### src/rtl/uni_shift_reg.sv
// Universal shift register: DEPTH stages of WIDTH bits with hold, shift right/left,
// parallel load, optional rotation and a saturating fill counter.
module uni_shift_reg #(
    parameter  int WIDTH = 1,
    parameter  int DEPTH = 4,
    localparam int CW    = $clog2(DEPTH + 1)
) (
    input  logic                   clk,
    input  logic                   rst,
    input  logic                   en,
    input  logic [1:0]             mode,
    input  logic                   rotate,
    input  logic [WIDTH-1:0]       d,
    input  logic [WIDTH*DEPTH-1:0] pd,
    output logic [WIDTH-1:0]       out,
    output logic [WIDTH-1:0]       out_l,
    output logic [WIDTH*DEPTH-1:0] q,
    output logic [CW-1:0]          fill_cnt,
    output logic                   full
);

    localparam logic [1:0] M_HOLD  = 2'b00;
    localparam logic [1:0] M_RIGHT = 2'b01;
    localparam logic [1:0] M_LEFT  = 2'b10;
    localparam logic [1:0] M_LOAD  = 2'b11;

    localparam logic [CW-1:0] CNT_MAX = CW'(DEPTH);

    // Packed so that stage i occupies bits [WIDTH*i +: WIDTH], same as q and pd.
    logic [DEPTH-1:0][WIDTH-1:0] stg_p0, stg_nxt;
    logic [CW-1:0]               cnt_p0, cnt_nxt;
    logic                        full_p0;

    function automatic logic [CW-1:0] sat_inc(input logic [CW-1:0] c);
        if (c == CNT_MAX)
            return c;
        else
            return c + 1'b1;
    endfunction

    always_comb begin
        stg_nxt = stg_p0;
        cnt_nxt = cnt_p0;
        if (en) begin
            case (mode)
                M_RIGHT: begin
                    stg_nxt = {stg_p0[DEPTH-2:0], (rotate ? stg_p0[DEPTH-1] : d)};
                    if (!rotate)
                        cnt_nxt = sat_inc(cnt_p0);
                end
                M_LEFT: begin
                    stg_nxt = {(rotate ? stg_p0[0] : d), stg_p0[DEPTH-1:1]};
                    if (!rotate)
                        cnt_nxt = sat_inc(cnt_p0);
                end
                M_LOAD: begin
                    stg_nxt = pd;
                    cnt_nxt = CNT_MAX;
                end
                M_HOLD:  ;
                default: ;
            endcase
        end
    end

    // Stage 0: state registers; full is registered so every output is a plain flop tap.
    always_ff @(posedge clk) begin
        if (rst) begin
            stg_p0  <= '0;
            cnt_p0  <= '0;
            full_p0 <= 1'b0;
        end else begin
            stg_p0  <= stg_nxt;
            cnt_p0  <= cnt_nxt;
            full_p0 <= (cnt_nxt == CNT_MAX);
        end
    end

    assign q        = stg_p0;
    assign out      = stg_p0[DEPTH-1];
    assign out_l    = stg_p0[0];
    assign fill_cnt = cnt_p0;
    assign full     = full_p0;

endmodule

### config.mk
export PLATFORM = sky130hd
export DESIGN_NAME = uni_shift_reg
export DESIGN_NICKNAME = d
export VERILOG_FILES = /design/src/rtl/uni_shift_reg.sv
export SDC_FILE = /design/constraint.sdc
export NUM_CORES = 1
export LEC_CHECK = 0
export ABC_AREA = 1
export CORE_UTILIZATION = 37
export CTS_CLUSTER_DIAMETER = 120
export CTS_CLUSTER_SIZE = 8
export DETAILED_ROUTE_END_ITERATION = 7
export HOLD_SLACK_MARGIN = 0.1
export PLACE_DENSITY = 0.83
export SYNTH_ARGS = -nofsm -noshare
export SYNTH_HDL_FRONTEND = slang
export SYNTH_SLANG_ARGS = --single-unit
### constraint.sdc
create_clock -name clk -period 1.19 [get_ports clk]
set_clock_uncertainty 0.1 [all_clocks]
set_input_delay 0.119 -clock clk [delete_from_list [all_inputs] [get_ports clk]]
set_output_delay 0.119 -clock clk [all_outputs]
set_load 0.03 [all_outputs]
==> run summary, run 1 <==
Hold Buf Count CTS: 0
DP Cell Count: 123
Post-synth cell types: 18
CP Capture Type: register
Post-placement worst setup slack: -0.4700 ns
Synth Net Count: 98
Ports: 21
Final worst-path cycle share: 1.036
Final hold viol count: 0
Max Fclk: 811.5 MHz
Routed vias/inst: 5.008
Share of layout cells above drive strength 1: 0.4248
Syn Inst Count: 82
Initial antenna violation count: 0
Antenna Nets Post-Route: 0
Post-Syn Area per Cell: 6.699 µm²
PD cells: 937.3 nW/µm²
Slowest stage delay, CP: 0.38 ns
Final setup viols: 1
Post-DP HPWL: 1010 µm
Switching Share: 0.3444
Final core utilization: 0.6707
Vias in the first global route: 542
Hold Crit Class: in2reg
Sw Pwr: 288.8 µW
Area grow syn2layout: 62.87%
R2R depth: 8
Max-Slew Margin vs Limit: 0.8781
Clk slew on worst S/H paths: 0.06 ns
CTS buffer count: 3
Routed len/inst: 10.80 µm
Die height: 40.53 µm
Root Driver: clkbuf_4
Clk pwr share: 0.279
Setup Crit Path Kind: reg2reg
Crit path launch type: register
Crit-path most repeated cell: nand2_2
Slowest CP cell: dfxtp_4
Worst Hold Depth: 5
Die area: 1643 µm²
Post-synthesis sequential element count: 8
Ant diodes: 0
Max VDD drop: 0.0005125 V
H-tree levels: 1
Combinational share of power: 0.351
Final instance area: 894.6 µm²
Worst-case clock buffer depth: 2
Die Span X: 40.53 µm
CP arrival: 1.29 ns
Routed vias: 641
Lkg Pwr: 0.0004305 µW
Largest net degree at the start of global routing: 8
Status: finished with violations
Cell Rows: 13
CTS tree: yes
CP cell instances: inv_4 -> ha_4 -> nand2_2 -> nand3_2 -> nand2_2 -> nand2_2 -> nor2_2 -> nor2_1
Post-route insts no fill: 128
CP max FO: 3
Max-Cap Viols: 0
Core area: 1334 µm²
Synthesized cell area: 549.3 µm²
RSZ-0062 raised after global routing: yes
CTS sink count: 8
Seq pwr share: 0.370
Tightest Pin Transition: 0.1823 ns
Global-route wire length before repair: 2152 µm
Post-synthesis sequential area ratio: 0.2916
Routed WL: 1383 µm
Internal power: 549.7 µW
Iter 0 DRT Violations: 24
Starting Density: 0.4118
Minimum clock period after layout: 1.232 ns
Slew Limit Fails: 0
Setup TNS: -0.04234 ns
# fillers: 114
Failing checks: negative setup slack
Residual DRC: 0
Ys Warns: 0
Final WS setup: -0.04234 ns
Worst skew pair latency: 0.26 ns
Final #Nets: 130
Detailed Routing Iterations Pass 1: 4
All-Layer GR Usage: 0.2007
GPL Wtd Cong: 0.7654
Post-DP Area: 813.3 µm²
GRT overflow: 0
Critical Path RT: 1.25 ns
PortBufs: 20
==> synth_stat cells <==
| library cell | number | area [µm²] |
|---|---|---|
| inv_2 | 2 | 7.510 |
| a21boi_2 | 1 | 11.26 |
| inv_1 | 11 | 41.29 |
| o21ai_0 | 4 | 20.02 |
| nor2_4 | 1 | 11.26 |
| ha_1 | 5 | 62.56 |
| nand4_1 | 1 | 6.260 |
| a31oi_1 | 4 | 25.02 |
| dfxtp_1 | 8 | 160.2 |
| nor2_2 | 1 | 6.260 |
| nand2_1 | 25 | 93.84 |
| nand3b_1 | 1 | 7.510 |
| a21oi_1 | 4 | 20.02 |
| nor3_2 | 1 | 10.01 |
| nor2_1 | 7 | 26.28 |
| nand3_2 | 1 | 10.01 |
| nand3_1 | 3 | 15.01 |
| buf_4 | 2 | 15.01 |
==> logic make-up (layout without fill, tap and decap cells) <==
group / after synthesis / after routing / synth area share
buffers and inverters: 15 / 46 / 0.1162
AOI/OAI and AO/OA: 13 / 13 / 0.1389
DFF: 8 / 8 / 0.2916
and+or+nand+nor: 41 / 41 / 0.3394
adders and majority gates: 5 / 5 / 0.1139
==> flip-flops by register name, summed over array words and instances, names as in the netlist <==
signal	cells
fill_cnt	3
full	1
out	1
out_l	1
q	2
==> power by group through the flow <==
stage	sequential (µW)	clock (µW)	combinational, µW
after floorplan	351	0	121
after global placement	315	0	267
after detailed placement	315	0	269
after CTS	311	236	289
after global routing	314	247	322
final	311	234	294
==> routing by layer <==
| layer | track usage | wire length [µm] |
|---|---|---|
| met1 | 0.2126 | 558 |
| met2 | 0.3849 | 726 |
| met3 | 0.05000 | 89 |
| met4 | 0.05000 | 8 |
| met5 | 0 | 0 |
==> worst max-delay path: cells and delay by family (launching register included) <==
| family | cells | cell delay (ns) |
|---|---|---|
| adders and majority gates | 1 | 0.15 |
| buffers and inverters | 1 | 0.05 |
| DFF | 1 | 0.38 |
| and+or+nand+nor | 6 | 0.44 |
==> layout by cell type, fill, tap and decap left out, types with 3 or more instances in the layout <==
cell type	Yosys	routed
nand2_1	25	21
buf_4	2	19
clkdlybuf4s50_1	0	7
inv_2	2	6
dfxtp_1	8	6
inv_1	11	5
nor2_1	7	5
a21oi_1	4	4
o21ai_0	4	4
a31oi_1	4	4
nand2_2	0	4
nor2_2	1	3
ha_4	0	3
clkbuf_4	0	3
==> what timing repair did <==
action	in CTS	in global routing
pin swaps	5	1
endpoints found under the setup margin	8	7
setup buffers	1	0
gates resized for setup	13	6
==> final timing paths <==
check / slack, ns / from / to
setup / recovery: -0.04 / fill_cnt[0]$_SDFF_PP0_ / full$_SDFF_PP0_
hold / removal: 0.20 / en / fill_cnt[1]$_SDFF_PP0_
setup reg to reg: -0.04 / fill_cnt[0]$_SDFF_PP0_ / full$_SDFF_PP0_
hold reg to reg: 0.41 / q[1]$_SDFFE_PP0P_ / out_l$_SDFFE_PP0P_
==> per-stage QoR <==
| stage | hold WS (ns) | power, µW |
|---|---|---|
| floorplan | 0.07936 | 471.9 |
| detailed placement | 0.4073 | 584.7 |
| CTS | 0.3336 | 836.5 |
| global placement | 0.3968 | 581.4 |
| global route | 0.2182 | 882.5 |
| finish | 0.2050 | 838.5 |
==> cell type report <==
cell class,count,area (µm²),share of cell area
clock buffers,4,26.28,0.02937
repair buffers,29,242.7,0.2713
multi-input cells,59,385.4,0.4308
flip-flops and latches,8,167.7,0.1874
inverters,13,53.80,0.06014
well taps,15,18.77,0.02098
No activity file was read; power rests on OpenSTA's default activity.
==> run 2: changes to the inputs <==
CAP_MARGIN = 5   (was not set)
CTS_BUF_LIST = sky130_fd_sc_hd__clkbuf_16   (was not set)
==> run 2 against run 1 <==
  * The flow still finishes with violations (negative setup slack)
  * Largest cell class unchanged
  * Maximum frequency decreased by 1.2%
  * Worst setup slack worse by 0.015 ns
  * Critical path type unchanged
  * First-iteration DRC count down 4.2%
  * Final cell count did not move
  * Sequential cell count unchanged
  * Worst hold slack gained 0.16 ns
  * Largest power group is now the clock network
  * Power is 42% higher
==> run summary, run 2 (synthesized netlist as in run 1, its figures left out) <==
Status: finished with violations (unchanged)
Failing checks: negative setup slack (unchanged)
CP Capture Type: register (unchanged)
Root Driver: clkbuf_16 (was clkbuf_4)
Routed len/inst: 11.92 µm (was 10.80 µm)
Share of layout cells above drive strength 1: 0.4602 (was 0.4248)
GPL Wtd Cong: 0.7654 (unchanged)
Hold path start: pd[1] (was en)
CP max FO: 3 (unchanged)
Initial antenna violation count: 0 (unchanged)
CP top delay family: simple AND/OR/NAND/NOR gates (unchanged)
Max-Slew Margin vs Limit: 0.8442 (was 0.8781)
Switching Share: 0.2761 (was 0.3444)
Reg2reg end: full$_SDFF_PP0_ (unchanged)
Max-Cap Viols: 0 (unchanged)
Final WS setup: -0.05716 ns (was -0.04234 ns)
R2R Path Start: fill_cnt[0]$_SDFF_PP0_ (unchanged)
Max reg flops: 3 (unchanged)
WP buf/inv: 1 (unchanged)
RSZ-0062 raised after global routing: yes (unchanged)
CP arrival: 1.27 ns (was 1.29 ns)
Routed vias: 651 (was 641)
Most common cell after layout, fill and taps aside: nand2_1 (unchanged)
Final hold viol count: 0 (unchanged)
Final setup viols: 1 (unchanged)
Starting Density: 0.4118 (unchanged)
Max Fclk: 801.8 MHz (was 811.5 MHz)
CTS buffer count: 3 (unchanged)
Post-route insts no fill: 128 (unchanged)
PortBufs: 20 (unchanged)
Ports: 21 (unchanged)
PD cells: 1235 nW/µm² (was 937.3 nW/µm²)
Setup Crit Path Kind: reg2reg (unchanged)
Core area: 1334 µm² (unchanged)
Commonest non-fill, non-tap cells in the layout: 20 x nand2_1, 19 x buf_4, 7 x clkdlybuf4s50_1 (was 21 x nand2_1, 19 x buf_4, 7 x clkdlybuf4s50_1)
Slew Limit Fails: 0 (unchanged)
Ant diodes: 0 (unchanged)
Critical Path RT: 1.21 ns (was 1.25 ns)
Hold Crit Class: in2reg (unchanged)
Combinational share of power: 0.257 (was 0.351)
Largest net degree at the start of global routing: 8 (unchanged)
Routed vias/inst: 5.086 (was 5.008)
Hold EP: q[1]$_SDFFE_PP0P_ (was fill_cnt[1]$_SDFF_PP0_)
Worst-case clock buffer depth: 2 (unchanged)
Internal power: 862.1 µW (was 549.7 µW)
DP Cell Count: 123 (unchanged)
Lkg Pwr: 0.0004539 µW (was 0.0004305 µW)
Area grow syn2layout: 75.63% (was 62.87%)
Sw Pwr: 328.9 µW (was 288.8 µW)
Seq pwr share: 0.263 (was 0.370)
CTS sink count: 8 (unchanged)
Final #Nets: 130 (unchanged)
Reg2reg setup slack: -0.06 ns (was -0.04 ns)
Final core utilization: 0.7233 (was 0.6707)
H-tree levels: 1 (unchanged)
Die Span X: 40.53 µm (unchanged)
Max VDD drop: 0.001312 V (was 0.0005125 V)
Iter 0 DRT Violations: 23 (was 24)
Slowest stage delay, CP: 0.37 ns (was 0.38 ns)
Vias in the first global route: 539 (was 542)
Routed WL: 1526 µm (was 1383 µm)
All-Layer GR Usage: 0.2027 (was 0.2007)
Slowest CP cell: dfxtp_4 (unchanged)
CP cell instances: inv_4 -> ha_4 -> nand2_1 -> nand3_2 -> nand2_2 -> nand2_2 -> nor2_2 -> nor2_2 (was inv_4 -> ha_4 -> nand2_2 -> nand3_2 -> nand2_2 -> nand2_2 -> nor2_2 -> nor2_1)
GRT overflow: 0 (unchanged)
Global-route wire length before repair: 2201 µm (was 2152 µm)
Crit path launch type: register (unchanged)
Tightest Pin Transition: 0.2332 ns (was 0.1823 ns)
CTS tree: yes (unchanged)
Worst skew pair latency: 0.23 ns (was 0.26 ns)
Residual DRC: 0 (unchanged)
Detailed Routing Iterations Pass 1: 4 (unchanged)
Minimum clock period after layout: 1.247 ns (was 1.232 ns)
Clk slew on worst S/H paths: 0.04 ns (was 0.06 ns)
Worst Hold Depth: 3 (was 5)
Setup TNS: -0.05716 ns (was -0.04234 ns)
Clk pwr share: 0.480 (was 0.279)
Final worst-path cycle share: 1.048 (was 1.036)
Cell Rows: 13 (unchanged)
R2R depth: 8 (unchanged)
Antenna Nets Post-Route: 0 (unchanged)
Die area: 1643 µm² (unchanged)
Post-DP HPWL: 1010 µm (unchanged)
Die height: 40.53 µm (unchanged)
## run 2: tightest hold or removal path, cell delays in order
cell	delay (ns)
clkdlybuf4s50_1	0.39
nand2_1	0.06
a31oi_1	0.07
## run 2: power by group through the flow
stage                     clock network, µW  registers (µW)  logic, µW
after detailed placement                  0             315        269
after global placement                    0             315        267
after global routing                    593             317        334
after CTS                               577             313        289
after floorplan                           0             351        121
final                                   571             314        306
## run 2: cell type report
class	count	area (µm²)
Timing Repair Buffer	29	239.0
Clock inverter	1	3.754
Sequential cell	8	167.7
Multi-Input combinational cell	59	404.1
Fill cell	98	369.1
Tap cell	15	18.77
Inverter	13	56.30
Clock buffer	3	75.07
## run 2: metrics by stage
| stage | instance area [µm²] | worst slack [ns] | hold WS, ns | total power, µW |
|---|---|---|---|---|
| 3_5_place_dp | 813.3 | -0.4700 | 0.4073 | 584.7 |
| 2_1_floorplan | 574.3 | -0.02123 | 0.07936 | 471.9 |
| 5_1_grt | 964.7 | -0.1419 | 0.3784 | 1244 |
| 4_1_cts | 935.9 | -0.05511 | 0.3513 | 1178 |
| 3_3_place_gp | 813.3 | -0.4354 | 0.3968 | 581.4 |
| 6_report | 964.7 | -0.05716 | 0.3629 | 1191 |
## run 2: worst max-delay path by stage
stage	startpoint	endpoint	slack, ns	cells after the start
detailed placement	mode[0]	full$_SDFF_PP0_	-0.47	9
global placement	mode[0]	full$_SDFF_PP0_	-0.44	9
CTS	fill_cnt[1]$_SDFF_PP0_	full$_SDFF_PP0_	-0.06	9
finish	fill_cnt[0]$_SDFF_PP0_	full$_SDFF_PP0_	-0.06	8
floorplan	fill_cnt[0]$_SDFF_PP0_	full$_SDFF_PP0_	-0.02	9
global route	fill_cnt[0]$_SDFF_PP0_	full$_SDFF_PP0_	-0.14	9
## run 2: what timing repair did
action	CTS	global route
hold buffers	0	0
resized for setup	15	10
endpoints found under the setup margin	8	4
hold endpoints to repair	0	0
setup buffers	1	0
pin swaps	6	3
## run 2: per-layer routing
metal | wire [µm] | vias to the layer above | global-route usage
met5 | 0 | - | 0
met4 | 0 | 0 | 0
met3 | 89 | 0 | 0.06667
met2 | 749 | 28 | 0.3810
met1 | 686 | 300 | 0.2318
li1 | - | 323 | -
